<file path="config.mk">
export PLATFORM = sky130hd
export DESIGN_NAME = ppu_line_sequencer
export DESIGN_NICKNAME = d
export VERILOG_FILES = /design/src/rtl/ppu_pkg.sv /design/src/rtl/ppu_dot_timer.sv /design/src/rtl/ppu_line_sequencer.sv
export SDC_FILE = /design/constraint.sdc
export NUM_CORES = 1
export LEC_CHECK = 0
export CORE_MARGIN = 2
export CORE_UTILIZATION = 44
export DETAILED_ROUTE_END_ITERATION = 8
export MAX_ROUTING_LAYER = met4
export PLACE_DENSITY = 0.79
export SYNTH_ARGS = -nofsm -noshare
export SYNTH_HDL_FRONTEND = slang
export SYNTH_SLANG_ARGS = --single-unit
</file>
<file path="constraint.sdc">
create_clock -name clk -period 2 [get_ports clk]
set_input_delay 0.6 -clock clk [delete_from_list [all_inputs] [get_ports clk]]
set_output_delay 0.6 -clock clk [all_outputs]
set_load 0.01 [all_outputs]
</file>
<file path="src/rtl/ppu_pkg.sv">
// ppu_pkg: shared PPU mode encoding, STAT enable layout and line timing constants
package ppu_pkg;
    typedef enum logic [1:0] {
        HBLANK   = 2'd0,
        VBLANK   = 2'd1,
        OAM_SCAN = 2'd2,
        XFER     = 2'd3
    } ppu_mode_t;
    typedef struct packed {
        logic lyc;
        logic oam;
        logic vblank;
        logic hblank;
    } stat_en_t;
    localparam logic [8:0] DOTS_PER_LINE = 9'd456;
    localparam logic [8:0] SCAN_DOTS     = 9'd80;
    localparam logic [8:0] XFER_TIMEOUT  = 9'd376;
    localparam logic [7:0] VISIBLE_LINES = 8'd144;
    localparam logic [7:0] TOTAL_LINES   = 8'd154;
    localparam logic [8:0] LAST_DOT      = DOTS_PER_LINE - 9'd1;
    localparam logic [7:0] LAST_LINE     = TOTAL_LINES - 8'd1;
endpackage

</file>
<file path="src/rtl/ppu_dot_timer.sv">
// ppu_dot_timer: dot and line counters, held at the frame origin while the LCD is off
module ppu_dot_timer
    import ppu_pkg::*;
(
    input  logic       clk,
    input  logic       rst,
    input  logic       lcd_en,
    output logic [8:0] dot,
    output logic [7:0] ly,
    output logic       end_of_line
);
    assign end_of_line = dot == LAST_DOT;
    always_ff @(posedge clk) begin
        if (!rst || !lcd_en) begin
            dot <= '0;
            ly  <= '0;
        end else begin
            dot <= end_of_line ? '0 : dot + 9'd1;
            if (end_of_line) ly <= ly == LAST_LINE ? '0 : ly + 8'd1;
        end
    end
endmodule

</file>
<file path="src/rtl/ppu_line_sequencer.sv">
// ppu_line_sequencer: PPU mode, sprite chain sequencing, OAM arbitration and VBLANK/STAT interrupts
module ppu_line_sequencer
    import ppu_pkg::*;
(
    input  logic       clk,
    input  logic       rst,
    input  logic       lcd_en,
    input  logic [7:0] lyc,
    input  logic [3:0] stat_en,
    input  logic       px_line_done,
    input  logic       px_sprite_req,
    input  logic       cpu_oam_req,
    output logic [7:0] ly,
    output logic [8:0] dot,
    output logic [1:0] mode,
    output logic       chain_rst_n,
    output logic       chain_load,
    output logic       chain_query,
    output logic       oam_ppu_sel,
    output logic       cpu_oam_gnt,
    output logic       lyc_match,
    output logic       vblank_irq,
    output logic       stat_irq,
    output logic       xfer_overrun
);
    logic      end_of_line, xfer_done, in_xfer, at_timeout, stat_line, stat_line_q;
    ppu_mode_t cur_mode;
    stat_en_t  en;

    ppu_dot_timer u_timer (
        .clk         (clk),
        .rst         (rst),
        .lcd_en      (lcd_en),
        .dot         (dot),
        .ly          (ly),
        .end_of_line (end_of_line)
    );

    assign en = stat_en_t'(stat_en);

    always_comb begin
        cur_mode   = !lcd_en ? HBLANK :
                     ly >= VISIBLE_LINES ? VBLANK :
                     dot < SCAN_DOTS ? OAM_SCAN :
                     !xfer_done ? XFER : HBLANK;
        in_xfer    = cur_mode == XFER;
        at_timeout = dot == XFER_TIMEOUT - 9'd1;
        stat_line  = (en.hblank & (cur_mode == HBLANK) & lcd_en) |
                     (en.vblank & (cur_mode == VBLANK)) |
                     (en.oam & (cur_mode == OAM_SCAN)) |
                     (en.lyc & lyc_match);
    end

    // chain is reset on the last dot so it starts every line empty at OAM address 0
    assign mode        = cur_mode;
    assign chain_rst_n = lcd_en & !end_of_line;
    assign chain_load  = cur_mode == OAM_SCAN;
    assign chain_query = in_xfer & px_sprite_req;
    assign oam_ppu_sel = (cur_mode == OAM_SCAN) | in_xfer;
    assign cpu_oam_gnt = cpu_oam_req & !oam_ppu_sel;

    always_ff @(posedge clk) begin
        if (!rst) xfer_overrun <= 1'b0;
        else if (in_xfer & at_timeout & !px_line_done) xfer_overrun <= 1'b1;
        if (!rst || !lcd_en) begin
            xfer_done   <= 1'b0;
            lyc_match   <= 1'b0;
            stat_line_q <= 1'b0;
            vblank_irq  <= 1'b0;
            stat_irq    <= 1'b0;
        end else begin
            xfer_done   <= end_of_line ? 1'b0 : xfer_done | (in_xfer & (px_line_done | at_timeout));
            lyc_match   <= ly == lyc;
            stat_line_q <= stat_line;
            vblank_irq  <= (ly == VISIBLE_LINES) & (dot == '0);
            stat_irq    <= stat_line & !stat_line_q;
        end
    end
endmodule

</file>
# Yosys cells after proc, flatten, opt, wreduce, memory -nomap -nowiden
# Index checks and enable logic that the tools add are counted.
word_totals:
  wordCells: 54
  input_bits: 18
  ff_bits: 23
  out_inout_bits: 28
classes:
  muxes: 5
  bitwise_logic: 19
  n_eq_ne: 8
  n_lt_le_gt_ge: 2
  reduce_logical: 10
  addsub: 2
ops:
  columns: ["cell", "count"]
  rows:
  - ["equality test 9 bit, second input constant", 2]
  - ["equality test 8 bit, second input constant", 2]
  - ["AND 1 bit", 13]
  - ["adder 9 x 1 -> 9 bit, second input constant", 1]
  - ["zero test 9 bit", 1]
  - ["less-than comparator 9 x 7 -> 1 bit, second input constant", 1]
  - ["adder 8 x 1 -> 8 bit, second input constant", 1]
  - ["equality test 8 bit", 1]
  - ["greater-or-equal comparator 8 bit, second input constant", 1]
  - ["two-way mux 2 bit", 4]
  - ["two-way mux 8 bit", 1]
  - ["zero test 1 bit", 6]
  - ["bitwise OR 1 bit", 6]
  - ["equality test 2 bit, second input constant", 2]
  - ["equality test 2 x 1 -> 1 bit, second input constant", 1]
  - ["zero test 2 bit", 1]
  - ["OR reduction 2 bit", 1]
  - ["logical OR 1 bit", 1]

# Depth between registers and ports, before layout
# Gate-level depths: netlist (run 1).
logic_depth:
  ltp_word: 11
  mapped_depth: 6
  ltp_nobuf: 5

# Cells and area by module
# A second synthesis (run 1) with hierarchy kept.
hier_totals:
  hier_cells: 145
  hier_area_um2: 1238.7
by_module_without_submodules:
  columns: ["module", "area_each_um2", "cells_each", "seq_area_each_um2", "instances"]
  rows:
  - ["ppu_dot_timer", 764.5, 88, 340.3, 1]
  - ["ppu_line_sequencer", 474.2, 57, 120.1, 1]

# Least setup slack after synthesis (run 1)
# OpenSTA, ideal clock, no wires.
synth_path:
  path_type: "register to output"
  startpoint: "register u_timer.ly[4]"
  endpoint: "output port chain_query"
  t_required_ns: 1.400
  t_arrival_ns: 1.409
  slack_ns: -0.009
  path_buffers: 1
  stages_incl_launch_ff: 5
  path_cell_list: "dfxtp_1 -> buf_6 -> o31a_1 -> a2111oi_2 -> and2_1"
synth_via:
  elab_chain_cells: 5
synth_lines:
  columns: ["element", "line", "text"]
  rows:
  - ["from (decl)", "ppu_dot_timer.sv:9", "output logic [7:0] ly,"]
  - ["from (signal assigned)", "ppu_dot_timer.sv:19", "if (end_of_line) ly <= ly == LAST_LINE ? '0 : ly + 8'd1;"]
  - ["greater-or-equal comparator 8 bit", "ppu_line_sequencer.sv:43", "ly >= VISIBLE_LINES ? VBLANK :"]
  - ["two-way mux 2 bit", "ppu_line_sequencer.sv:43", null]
  - ["two-way mux 2 bit", "ppu_line_sequencer.sv:42", "cur_mode = !lcd_en ? HBLANK :"]
  - ["equality test 2 bit", "ppu_line_sequencer.sv:46", "in_xfer = cur_mode == XFER;"]
  - ["AND 1 bit", "ppu_line_sequencer.sv:58", "assign chain_query = in_xfer & px_sprite_req;"]
  - ["to (decl)", "ppu_line_sequencer.sv:18", "output logic chain_query,"]
# Every way passes these cells.

# Worst setup path in the final report (run 1)
layout_path:
  startpoint: "register u_timer.ly[6]"
  endpoint: "output port chain_query"
# The elaborated chain is that of the path after synthesis.

==> results.yml, run 1 <==
drt:
  post_drt_wl_per_cell_um: 14.34
  drc: 0
  viasPerCell: 5.172
  dr_wl_met2_um: 1881
  met3WireLength_um: 135
  wl_met1_um: 1618
  antenna_left: 0
  top_layer_used: "met4"
  num_vias: 1324
  first_pass_iters: 4
  drt_iter0_drc: 55
  wl_um: 3670
timing:
  rsz0062_at_grt: "yes"
  slew_violations: 0
  setup_ws_ps: -103.9
  period_share: 1.052
  fmax_mhz: 475.3
  period_needed_ps: 2104
  setup_viol: 4
  fin_skew_ps: 1.167
  relSlewSlack: 0.7077
  report.final.hold_viol_count: 0
  worstMarginPinSlew_ps: 434.4
cells_and_area:
  final_core_util: 0.7413
  drive_gt1_frac: 0.3067
  fin_nets: 249
  most-common-layout-cells: "clkdlybuf4s50_1 (31), buf_4 (30), nor2_1 (17)"
  fillers: 215
  n_antenna_cell: 0
  final_common_cell: "clkdlybuf4s50_1"
  areaGrowthSynthToFinish_pct: 58.01
cts:
  clock_latency_ps: 310
  clock_path_buffers: 2
  cts_buffers: 3
  htreeDepth: 1
  cts_sinks: 23
  cts_hold_buffers: 0
  cts-root-buf: "clkbuf_4"
  tritoncts: "built"
  clk_pin_slew_worst_paths_ps: 130
power_and_ir_drop:
  power_density_mw_per_mm2: 377.5
  power_leakage_nw: 0.8661
  ir_drop_v: 0.0004232
die:
  dieHeight_um: 58.46
  start_util: 0.4692
  ios: 46
  num_rows: 19
  die_x_um: 58.46
  die_area_sq_mm: 0.003418
  fp.coreArea_sq_mm: 0.002781
global_route:
  grt-ovfl-total: 0
  grt_pass1_wl_um: 6154
  antenna_found_initial: 0
  grt_max_degree: 13
  grt_pass1_vias: 1390
  grt_usage: 0.2370
run:
  maxCapViolations: 0
critical_path:
  worstPathArrival_ps: 1500
  endpoint_kind: "primary output"
  cp.required_ps: 1400
  start_kind: "flop"
  path_buf_inv: 1
  cp_max_fo: 2
  cp_cell_sequence: "o31a_1 -> a2111oi_4 -> and2_1 -> buf_2"
  slowest_stage: "dfxtp_2"
  cpPeakStageDelay_ps: 340
  crit_family: "compound AO/OA/AOI/OAI gates"
  crit_type: "flop to primary output"
placement:
  place_ws_ps: -787.4
  gp_congestion: 0.8813
  dp_hpwl_um: 2792
  port_buffers: 45
synth:
  syn_area_sq_mm: 0.001305
  ys.warnings.count: 0
  synth_mux_area_frac: 0
  synth-adder-area-share: 0.04794
  synth_seq_area_share: 0.3528
  synth_compound_area_frac: 0.1093
  synth_xor_area_frac: 0.1342
  synth-edff-count: 0
  synthCells: 149
  avgSynthCellArea_sq_um: 8.758
  synthArstFlopShare: 0
  synth_nets: 172
  synth_simple_gate_area_share: 0.3030
  yosysUniqueCellTypes: 35
  synth_ff_type: "dfxtp_1"
  ys_seq_elements: 23
  synth_top_family_by_area: "simple AND/OR/NAND/NOR gates"
hold_path:
  hp-class: "flop to flop"
status:
  status: "finished with violations"
  violations: "negative setup slack"
[final timing paths]
kind,from,to,slack [ps],cells past startpoint
setup / recovery,u_timer.ly[6],chain_query,-100,4
hold / removal,stat_line_q,stat_irq,390,1
setup reg to reg,u_timer.ly[5],u_timer.ly[1],150,5
hold reg to reg,stat_line_q,stat_irq,390,1
[worst register-to-register path: stages, from the launching register on]
cell and delay (ps):
dfxtp_1 330, buf_4 140, buf_4 150, or4_1 600
o31ai_4 400, a221oi_1 110
[per-stage QoR]
step / hold slack, ps / instance area, sq um / TNS, ps / std cells / total power [mW]
2_1_floorplan: 367.4 / 1318 / 0 / 149 / 0.5067
3_3_place_gp: 372.9 / 1986 / -3989 / 249 / 0.5722
3_5_place_dp: 380.6 / 1986 / -4339 / 249 / 0.5741
4_1_cts: 398.6 / 2022 / -394.8 / 255 / 0.7820
5_1_grt: 406.5 / 2062 / -713.1 / 256 / 0.8078
6_report: 392.6 / 2062 / -282.8 / 256 / 0.7783
[layout make-up]
| class | instances | area (sq um) | share of cell area |
|---|---|---|---|
| clock buffers | 4 | 26.28 | 0.01274 |
| well taps | 31 | 38.79 | 0.01881 |
| inverters | 10 | 37.54 | 0.01820 |
| flip-flops and latches | 23 | 473.0 | 0.2294 |
| multi-input cells | 112 | 830.8 | 0.4029 |
| repair buffers | 76 | 655.6 | 0.3180 |
[kinds of logic after synthesis]
kind of cell,count (synthesis)
flops,23
xor+xnor,20
fa+ha+maj,5
buf+inv,14
simple gates,71
compound gates,16
[power breakdown]
group	switching, mW	total, mW	internal (mW)
sequential	0.00133	0.462	0.461
clock	0.140	0.217	0.0778
combinational	0.0400	0.0986	0.0587
[Yosys cell counts, types with 2 or more instances]
master / number / share of area
inv_1: 10 / 0.029
ha_1: 5 / 0.048
a21oi_1: 5 / 0.019
nor2b_1: 2 / 0.0096
buf_6: 2 / 0.017
nand4_1: 5 / 0.024
nor3_1: 5 / 0.019
dfxtp_1: 23 / 0.35
xor2_1: 8 / 0.054
nor4_1: 3 / 0.014
or4_1: 2 / 0.012
o31ai_1: 3 / 0.017
and2_1: 2 / 0.0096
xnor2_1: 12 / 0.081
nand3_1: 8 / 0.031
and3_1: 6 / 0.029
nor2_1: 18 / 0.052
nand2_1: 13 / 0.037
[timing repair]
action / 4_1_cts / 5_1_grt
resized for setup: 44 / 15
pin swaps: 5 / 6
buffers inserted: 2 / 1
endpoints found under the setup margin: 11 / 15
[routing by layer]
| metal | vias to the layer above | track usage |
|---|---|---|
| met5 | - | - |
| li1 | 673 | - |
| met3 | 4 | 0.02637 |
| met1 | 614 | 0.2845 |
| met4 | 0 | 0.08306 |
| met2 | 33 | 0.4093 |
[registers in the layout (all words and copies together) (netlist names)]
name / flops
stat_irq: 1
u_timer.ly: 8
vblank_irq: 1
stat_line_q: 1
lyc_match: 1
xfer_done: 1
xfer_overrun: 1
u_timer.dot: 9
No activity file was read; power rests on OpenSTA's default activity.
==> run 2: changes to the inputs <==
CAP_MARGIN = 15   (was unset)
==> results of run 2 <==
Final layout, timing and power as in run 1 (identical DEF).
